## config.mk

```make
export PLATFORM = sky130hd
export DESIGN_NAME = cmp_msb_serial
export DESIGN_NICKNAME = d
export VERILOG_FILES = /design/src/rtl/cmp_msb_serial.sv
export SDC_FILE = /design/constraint.sdc
export NUM_CORES = 1
export LEC_CHECK = 0
export ABC_AREA = 1
export CORE_UTILIZATION = 51
export CTS_CLUSTER_DIAMETER = 200
export DETAILED_ROUTE_END_ITERATION = 12
export GPL_ROUTABILITY_DRIVEN = 0
export PLACE_DENSITY = 0.87
export SETUP_SLACK_MARGIN = 0.02
export SYNTH_ARGS = -nofsm -noshare
export SYNTH_HDL_FRONTEND = slang
export SYNTH_SLANG_ARGS = --single-unit
```

## constraint.sdc

```tcl
create_clock -name clk_i -period 2.4 [get_ports clk_i]
set_input_delay 0.48 -clock clk_i [delete_from_list [all_inputs] [get_ports clk_i]]
set_output_delay 0.48 -clock clk_i [all_outputs]
set_load 0.05 [all_outputs]
```

## src/rtl/cmp_msb_serial.sv

```systemverilog
// Multi-cycle magnitude comparator: scans A vs B one chunk per cycle, MSB chunk first.
module cmp_msb_serial #(
  parameter int unsigned width      = 32,
  parameter int unsigned chunk      = 8,
  parameter bit          early_exit = 1'b1
) (
  input  logic             clk_i,
  input  logic             rst_ni,
  input  logic             valid_i,
  output logic             ready_o,
  input  logic [width-1:0] a_i,
  input  logic [width-1:0] b_i,
  input  logic             tc_i,
  output logic             valid_o,
  input  logic             ready_i,
  output logic             lt_o,
  output logic             eq_o,
  output logic             gt_o
);

  localparam int unsigned NC = width / chunk;
  localparam int unsigned IW = (NC > 1) ? $clog2(NC) : 1;
  localparam logic [IW-1:0] IDX_TOP = IW'(NC - 1);

  // Reject geometries where the operand does not split into whole chunks.
  if (chunk < 1 || chunk > width || (width % chunk) != 0) begin : g_bad_geometry
    $error("cmp_msb_serial: width must be a positive multiple of chunk");
  end

  typedef enum logic [1:0] {IDLE, SCAN, DONE} state_t;

  state_t           state_q, state_n;
  logic [width-1:0] a_q, a_n;
  logic [width-1:0] b_q, b_n;
  logic             tc_q, tc_n;
  logic [IW-1:0]    idx_q, idx_n;
  logic             dgt_q, dgt_n;
  logic             dlt_q, dlt_n;
  logic             ready_n, valid_n, lt_n, eq_n, gt_n;

  logic [chunk-1:0] slice_a, slice_b, top_mask;
  logic             slice_gt, slice_lt, new_dec;

  // Current slice, with the sign bit flipped on the top slice so signed order maps to unsigned order.
  always_comb begin
    top_mask = '0;
    top_mask[chunk-1] = tc_q && (idx_q == IDX_TOP);
    slice_a  = chunk'(a_q >> (32'(idx_q) * chunk)) ^ top_mask;
    slice_b  = chunk'(b_q >> (32'(idx_q) * chunk)) ^ top_mask;
    slice_gt = slice_a > slice_b;
    slice_lt = slice_a < slice_b;
    new_dec  = !(dgt_q || dlt_q) && (slice_gt || slice_lt);
  end

  // Next state, datapath updates and next registered outputs.
  always_comb begin
    state_n = state_q;
    a_n     = a_q;
    b_n     = b_q;
    tc_n    = tc_q;
    idx_n   = idx_q;
    dgt_n   = dgt_q;
    dlt_n   = dlt_q;

    case (state_q)
      IDLE: begin
        if (valid_i && ready_o) begin
          a_n     = a_i;
          b_n     = b_i;
          tc_n    = tc_i;
          idx_n   = IDX_TOP;
          dgt_n   = 1'b0;
          dlt_n   = 1'b0;
          state_n = SCAN;
        end
      end
      SCAN: begin
        if (new_dec) begin
          dgt_n = slice_gt;
          dlt_n = slice_lt;
        end
        if (idx_q == '0 || (early_exit && new_dec)) begin
          state_n = DONE;
        end else begin
          idx_n = idx_q - IW'(1);
        end
      end
      DONE: begin
        if (valid_o && ready_i) begin
          state_n = IDLE;
        end
      end
      default: state_n = IDLE;
    endcase

    ready_n = (state_n == IDLE);
    valid_n = (state_n == DONE);
    gt_n    = valid_n && dgt_n;
    lt_n    = valid_n && dlt_n;
    eq_n    = valid_n && !(dgt_n || dlt_n);
  end

  // State, captured operands and registered outputs.
  always_ff @(posedge clk_i or negedge rst_ni) begin
    if (!rst_ni) begin
      state_q <= IDLE;
      a_q     <= '0;
      b_q     <= '0;
      tc_q    <= 1'b0;
      idx_q   <= '0;
      dgt_q   <= 1'b0;
      dlt_q   <= 1'b0;
      ready_o <= 1'b1;
      valid_o <= 1'b0;
      lt_o    <= 1'b0;
      eq_o    <= 1'b0;
      gt_o    <= 1'b0;
    end else begin
      state_q <= state_n;
      a_q     <= a_n;
      b_q     <= b_n;
      tc_q    <= tc_n;
      idx_q   <= idx_n;
      dgt_q   <= dgt_n;
      dlt_q   <= dlt_n;
      ready_o <= ready_n;
      valid_o <= valid_n;
      lt_o    <= lt_n;
      eq_o    <= eq_n;
      gt_o    <= gt_n;
    end
  end

endmodule

```

==> impl_metrics.py, run 1 <==
metrics = {
    "run_status": {
        "outcome": "finished clean",
    },
    "synth": {
        "yosys_most_used_dff": "dfrtp_1",
        "syn_inst": 320,
        "netlist.area_leader.share_pct": 52.0,
        "yosysWarnings": 0,
        "synth_cell_types": 30,
        "synthTopCellsByArea": "dfrtp_1 52%, mux2_2 18%, nand2_1 5.3%",
        "synth.most_common_cell": "dfrtp_1",
        "yosysTopAreaCell": "dfrtp_1",
        "ys_top_cells_by_count": "75 x dfrtp_1, 58 x mux2_2, 51 x nand2_1",
        "synth.net_count": 399,
        "syn-cell-area_sq_um": 3610,
        "synth-seq-cells": 76,
        "synth-edff-count": 0,
        "async_reset_ff_share_pct": 100,
        "synth_area_per_cell_sq_um": 11.3,
        "yosysSeqAreaShare_pct": 52.8,
    },
    "global_routing": {
        "grt_pass1_vias": 2604,
        "grt_pass1_wl_mm": 12.1,
        "grt_max_degree": 77,
        "grt.total_usage_pct": 21.6,
        "gr-total-overflow": 0,
        "antenna_found_initial": 0,
    },
    "routing": {
        "drtPass1Iterations": 4,
        "drt-total-wl_mm": 8.23,
        "wl_per_cell_um": 16.0,
        "drc": 0,
        "avgViaCountPerCell": 5.31,
        "drt-initial-drc-count": 99,
        "num_vias": 2727,
        "ant_nets": 0,
    },
    "power": {
        "pwr-share-clk_pct": 13.6,
        "ir_drop_v": 0.000673,
        "intPower_w": 0.00445,
        "p_seq_share_pct": 32.0,
        "cellLeakagePower_nw": 2.19,
        "power.switching_w": 0.00287,
        "comb_power_share_pct": 54.3,
        "p_sw_share_pct": 39.2,
        "cellPowerDensity_nw_per_um2": 1480,
    },
    "die": {
        "coreArea_sq_um": 6830,
        "dieArea_sq_um": 7410,
        "rows": 30,
        "io_pins": 74,
        "start_util_pct": 52.8,
        "die_h_um": 86.1,
        "dieWidth_um": 86.1,
    },
    "sta": {
        "relSlewSlack_pct": 38.7,
        "worstMarginPinSlew_ps": 919,
        "rsz0062_at_grt": "yes",
        "hold_viol": 0,
        "timing.final.crit_share_pct": 98.0,
        "fin_crit_ps": 2350,
        "finClkSkew_ps": 7.72,
        "setup_viol": 0,
        "report.final.slew_viol_count": 0,
        "fmaxAchievable_ghz": 0.425,
        "setup_tns_ps": 0,
    },
    "layout": {
        "syn_to_final_growth_pct": 37.5,
        "num_antenna_cells": 0,
        "n_fill_cell": 446,
        "drive_above_1_share_pct": 35.4,
        "nets": 492,
        "fin_area_sq_um": 4960,
    },
    "clock_network": {
        "root_buffer": "clkbuf_8",
        "cts_buffer_depth": 2,
        "cts_buffers": 9,
        "clkLatencyLatePin_ps": 360,
        "ctsHtreeMaxLevel": 3,
        "cts_sinks": 76,
        "cts_tree": "yes",
        "cts.clk_slew.worst_paths_ps": 70,
    },
    "flow_run": {
        "drv_cap": 0,
    },
    "setup_path": {
        "crit_chain": "buf_6 > o21ai_2 > o22ai_2 > xor2_1 > ha_1 > nand2_2 > nor2_2 > nor2_2 > nand2_2 > nand2_2 > nand2_2 > nand3_2 > nand2_2 > nand2_1 > nand2_1",
        "cp.arrival_ps": 2600,
        "critPathLaunchType": "register",
        "max_stage_delay_ps": 470,
        "ff2ff_setup_slack_ps": 50,
        "slowest_stage": "dfrtp_2",
        "cp-end-kind": "register",
        "crit_top_cell": "nand2_2",
        "crit_required_ps": 2650,
        "cp_max_fo": 7,
        "path_class": "reg -> reg",
    },
    "placement": {
        "hpwl_mm": 5.34,
        "postPlaceCellArea_sq_um": 4470,
        "io_buffer_count": 73,
    },
    "hold_path": {
        "worstHoldPathType": "in -> async",
    },
}
## power by group through the flow
stage	Combinational, W	Clock (W)	Sequential, W
5_1_grt	0.00432	0.00107	0.00242
3_3_place_gp	0.00302	0	0.00230
3_5_place_dp	0.00316	0	0.00232
6_report	0.00398	0.000998	0.00235
4_1_cts	0.00322	0.00101	0.00230
2_1_floorplan	0.00232	0	0.00229
## state kept, by name, indices dropped and copies added, names as in the netlist
name,count
a_q,32
b_q,32
dgt_q,1
dlt_q,1
eq_o,1
gt_o,1
idx_q,2
lt_o,1
ready_o,1
state_q,2
tc_q,1
valid_o,1
## critical path, delay by kind of cell (launching register included)
kind	cells	cell delay [ps]
AND/OR/NAND/NOR	10	840
flip-flops	1	470
adder cells (fa/ha/maj)	1	350
AO/OA/AOI/OAI	2	230
buffers and inverters	1	170
XOR/XNOR	1	170
## path summary, 6_finish.rpt
kind | cells after the start | from | to
min reg2reg | 1 | a_q[25] | a_q[25]
max | 15 | idx_q[0] | idx_q[1]
max reg2reg | 15 | idx_q[0] | idx_q[1]
max in group asynchronous | 1 | rst_ni | idx_q[0]
min | 1 | rst_ni | a_q[18]
min in group clk_i | 1 | a_q[25] | a_q[25]
## layout by cell type (no fill, tap or decap), types with 4 or more instances in the layout
master / Yosys / routed
a21oi_1: 9 / 8
a32o_1: 7 / 5
buf_4: 1 / 14
buf_6: 2 / 7
clkbuf_8: 0 / 11
clkdlybuf4s50_1: 0 / 72
dfrtp_1: 75 / 74
ha_1: 10 / 7
inv_1: 9 / 8
inv_2: 4 / 4
mux2_2: 58 / 58
mux2_4: 7 / 7
nand2_1: 51 / 44
nand2_2: 1 / 8
nand3_1: 4 / 4
nor2_1: 27 / 21
nor2_2: 1 / 7
o21ai_0: 21 / 10
o21ai_1: 0 / 8
o21ai_2: 1 / 4
o22ai_1: 9 / 4
o22ai_2: 0 / 5
## cell type report
class                      count  area (sq um)  area share [%]
clock buffer                  12           155            3.13
inverter                      13          53.8            1.09
timing repair inverter         1          5.00           0.101
tap                           96           120            2.42
clock inverter                 4          47.5           0.959
sequential                    76          1900            38.4
multi-input combinational    214          1700            34.2
timing repair buffer          98           975            19.7
## logic make-up (layout without fill, tap and decap cells)
family	Yosys count	count (layout)	share of synthesized area, %
compound gates	49	49	8.36
xor+xnor	2	2	0.486
flops	76	76	52.8
simple gates	88	88	9.89
buf+inv	30	128	4.02
mux	65	65	21.0
fa+ha+maj	10	10	3.47
## repair_timing
action | 4_1_cts | 5_1_grt
buffers inserted | 1 | 9
cloned | 0 | 4
endpoints found under the setup margin | 3 | 10
endpoints found under the hold margin | 0 | 0
pin swaps | 1 | 17
gates resized for setup | 3 | 51
hold buffers | 0 | 0
## metal layers
metal	vias to the layer above	share of wire, %	global-route usage (%)	wire length (um)
li1	1287	-	-	-
met1	1338	44	28.7	3590
met2	85	50	34.6	4080
met3	17	4.7	5.00	385
met4	0	2.1	8.18	172
met5	-	0	0	0
## stage by stage
step | worst slack (ps) | std cells | hold WS, ps | total power (W) | util, %
floorplan | 220 | 320 | 184 | 0.00461 | -
global placement | 124 | 484 | 485 | 0.00532 | 65.4
detailed placement | -15.6 | 484 | 490 | 0.00549 | 65.4
CTS | 32.2 | 501 | 296 | 0.00653 | 68.6
global route | -70.2 | 514 | 326 | 0.00780 | 72.6
finish | 49.2 | 514 | 263 | 0.00733 | 72.6
Power figures use the tool's default switching activity.
==> run 2, diff against run 1 <==
--- a/config.mk
+++ b/config.mk
@@ -6,11 +6,14 @@
 export NUM_CORES = 1
 export LEC_CHECK = 0
 export ABC_AREA = 1
-export CORE_UTILIZATION = 51
+export CELL_PAD_IN_SITES_DETAIL_PLACEMENT = 1
+export CELL_PAD_IN_SITES_GLOBAL_PLACEMENT = 2
+export CORE_UTILIZATION = 33
 export CTS_CLUSTER_DIAMETER = 200
 export DETAILED_ROUTE_END_ITERATION = 12
 export GPL_ROUTABILITY_DRIVEN = 0
 export PLACE_DENSITY = 0.87
+export REMOVE_ABC_BUFFERS = 1
 export SETUP_SLACK_MARGIN = 0.02
 export SYNTH_ARGS = -nofsm -noshare
 export SYNTH_HDL_FRONTEND = slang
==> run 2 against run 1 <==
  * Power shrank 1.1%
  * Flip-flop and latch count is the same
  * Hold slack worse by 110 ps
  * Final area about the same
  * Clock skew is 2.1 ps lower
==> impl_metrics.py, run 2 (same netlist as run 1, synthesis figures left out) <==
metrics = {
    "setup_path": {
        "path_class": "reg -> reg",
        "cp_max_fo": 8,
        "cp.arrival_ps": 2590,
        "crit_required_ps": 2640,
        "critPathLaunchType": "register",
        "cp-end-kind": "register",
    },
    "die": {
        "coreArea_sq_um": 10500,
        "dieWidth_um": 107,
        "rows": 37,
        "io_pins": 74,
        "die_h_um": 107,
        "start_util_pct": 34.5,
        "dieArea_sq_um": 11400,
    },
    "sta": {
        "rsz0062_at_grt": "yes",
        "report.final.slew_viol_count": 0,
        "whs_ps": 153,
        "fmaxAchievable_ghz": 0.425,
        "setup_tns_ps": 0,
        "worstMarginPinSlew_ps": 691,
        "timing.final.crit_share_pct": 98.1,
        "relSlewSlack_pct": 53.8,
        "hold_viol": 0,
        "finClkSkew_ps": 5.57,
        "setup_viol": 0,
        "fin_crit_ps": 2350,
    },
    "routing": {
        "drc": 0,
        "drt-total-wl_mm": 8.87,
        "num_vias": 2616,
        "avgViaCountPerCell": 4.82,
        "drt-initial-drc-count": 60,
        "drtPass1Iterations": 4,
        "wl_per_cell_um": 16.3,
        "ant_nets": 0,
    },
    "power": {
        "intPower_w": 0.00446,
        "comb_power_share_pct": 51.9,
        "cellPowerDensity_nw_per_um2": 1460,
        "power.switching_w": 0.00278,
        "p_sw_share_pct": 38.4,
        "cellLeakagePower_nw": 2.16,
        "p_seq_share_pct": 32.1,
        "ir_drop_v": 0.000533,
        "pwr-share-clk_pct": 16.0,
    },
    "placement": {
        "placed_cells": 523,
        "postPlaceCellArea_sq_um": 4540,
        "io_buffer_count": 73,
        "hpwl_mm": 6.02,
    },
    "clock_network": {
        "cts_buffer_depth": 2,
        "cts_buffers": 9,
        "clkLatencyLatePin_ps": 350,
        "cts_hold_buf": 0,
        "root_buffer": "clkbuf_8",
        "cts.clk_slew.worst_paths_ps": 80,
        "ctsHtreeMaxLevel": 3,
        "cts_tree": "yes",
        "cts_sinks": 76,
    },
    "global_routing": {
        "grt.total_usage_pct": 16.3,
        "grt_pass1_wl_mm": 14.2,
        "grt_pass1_vias": 2820,
        "gr-total-overflow": 0,
        "antenna_found_initial": 0,
        "grt_max_degree": 54,
    },
    "run_status": {
        "outcome": "finished clean",
    },
    "layout": {
        "final_common_cell": "dfrtp_1",
        "final_cell_mix": "74 x dfrtp_1, 72 x clkdlybuf4s50_1, 58 x mux2_2",
        "syn_to_final_growth_pct": 37.5,
        "nets": 481,
        "final_cell_count_no_fill": 543,
        "fin_area_sq_um": 4960,
        "post-route-util_pct": 47.4,
        "drive_above_1_share_pct": 31.4,
        "top_regs": "a_q: 32 flops, b_q: 32 flops",
        "num_antenna_cells": 0,
    },
    "hold_path": {
        "worstHoldPathType": "in -> async",
    },
    "flow_run": {
        "drv_cap": 0,
    },
}
run 2: changes by cell type in the layout (fill, tap and decap cells not counted), sizes merged:
cell,change
buf,-11
inv,+1
clkinv,-2
clkinvlp,-1
bufinv,+2
run 2: what timing repair did:
action | in CTS | in global routing
buffers inserted | 2 | 0
gates cloned | 0 | 2
setup endpoints to repair | 10 | 10
pin swaps | 1 | 10
gates resized for setup | 8 | 35
run 2: worst max-delay path, stage by stage, from the launching register on:
cell and delay (ps):
dfrtp_2 450, buf_8 160, o21ai_4 140, o22ai_2 120
xor2_2 190, ha_1 340, nand2_2 110, nor2_2 50
nor2_2 140, nand2_2 70, nand2_2 90, nand2_4 70
nand3_4 100, nand2_4 80, nand2_2 70, nand2_1 50
run 2: final timing paths:
kind                       startpoint        to  slack (ps)  depth (start not counted)
max reg2reg                  idx_q[0]  idx_q[1]          50                         15
min                            rst_ni   a_q[29]         150                          1
max                          idx_q[0]  idx_q[1]          50                         15
min in group clk_i            a_q[11]   a_q[11]         510                          1
max in group asynchronous      rst_ni   a_q[23]        1550                          2
min reg2reg                   a_q[11]   a_q[11]         510                          1
run 2: final cells by class:
| class | count | area [sq um] |
|---|---|---|
| Inverter | 13 | 51.3 |
| Fill cell | 1134 | 5500 |
| Multi-Input combinational cell | 214 | 1670 |
| Timing Repair Buffer | 88 | 936 |
| Tap cell | 136 | 170 |
| Clock inverter | 5 | 100 |
| Sequential cell | 76 | 1900 |
| Clock buffer | 11 | 131 |
run 2: metrics by stage:
stage	setup slack, ps	total power [W]
floorplan	-383	0.00452
global placement	53.7	0.00543
detailed placement	-74.9	0.00559
CTS	21.9	0.00687
global route	-57.5	0.00780
finish	46.6	0.00724
run 2: layer usage:
layer  part of all wire (%)  global-route usage [%]  vias up
li1                       -                       -     1260
met1                     46                    21.1     1288
met2                     49                    26.7       58
met3                    3.7                    2.82       10
met4                    1.6                    7.05        0
met5                      0                       0        -
run 2: power groups by stage:
stage	registers [W]	logic, W	clock network, W
after floorplan	0.00235	0.00217	0
after global placement	0.00230	0.00313	0
after detailed placement	0.00232	0.00327	0
after CTS	0.00231	0.00338	0.00119
after global routing	0.00242	0.00414	0.00125
final	0.00232	0.00376	0.00116
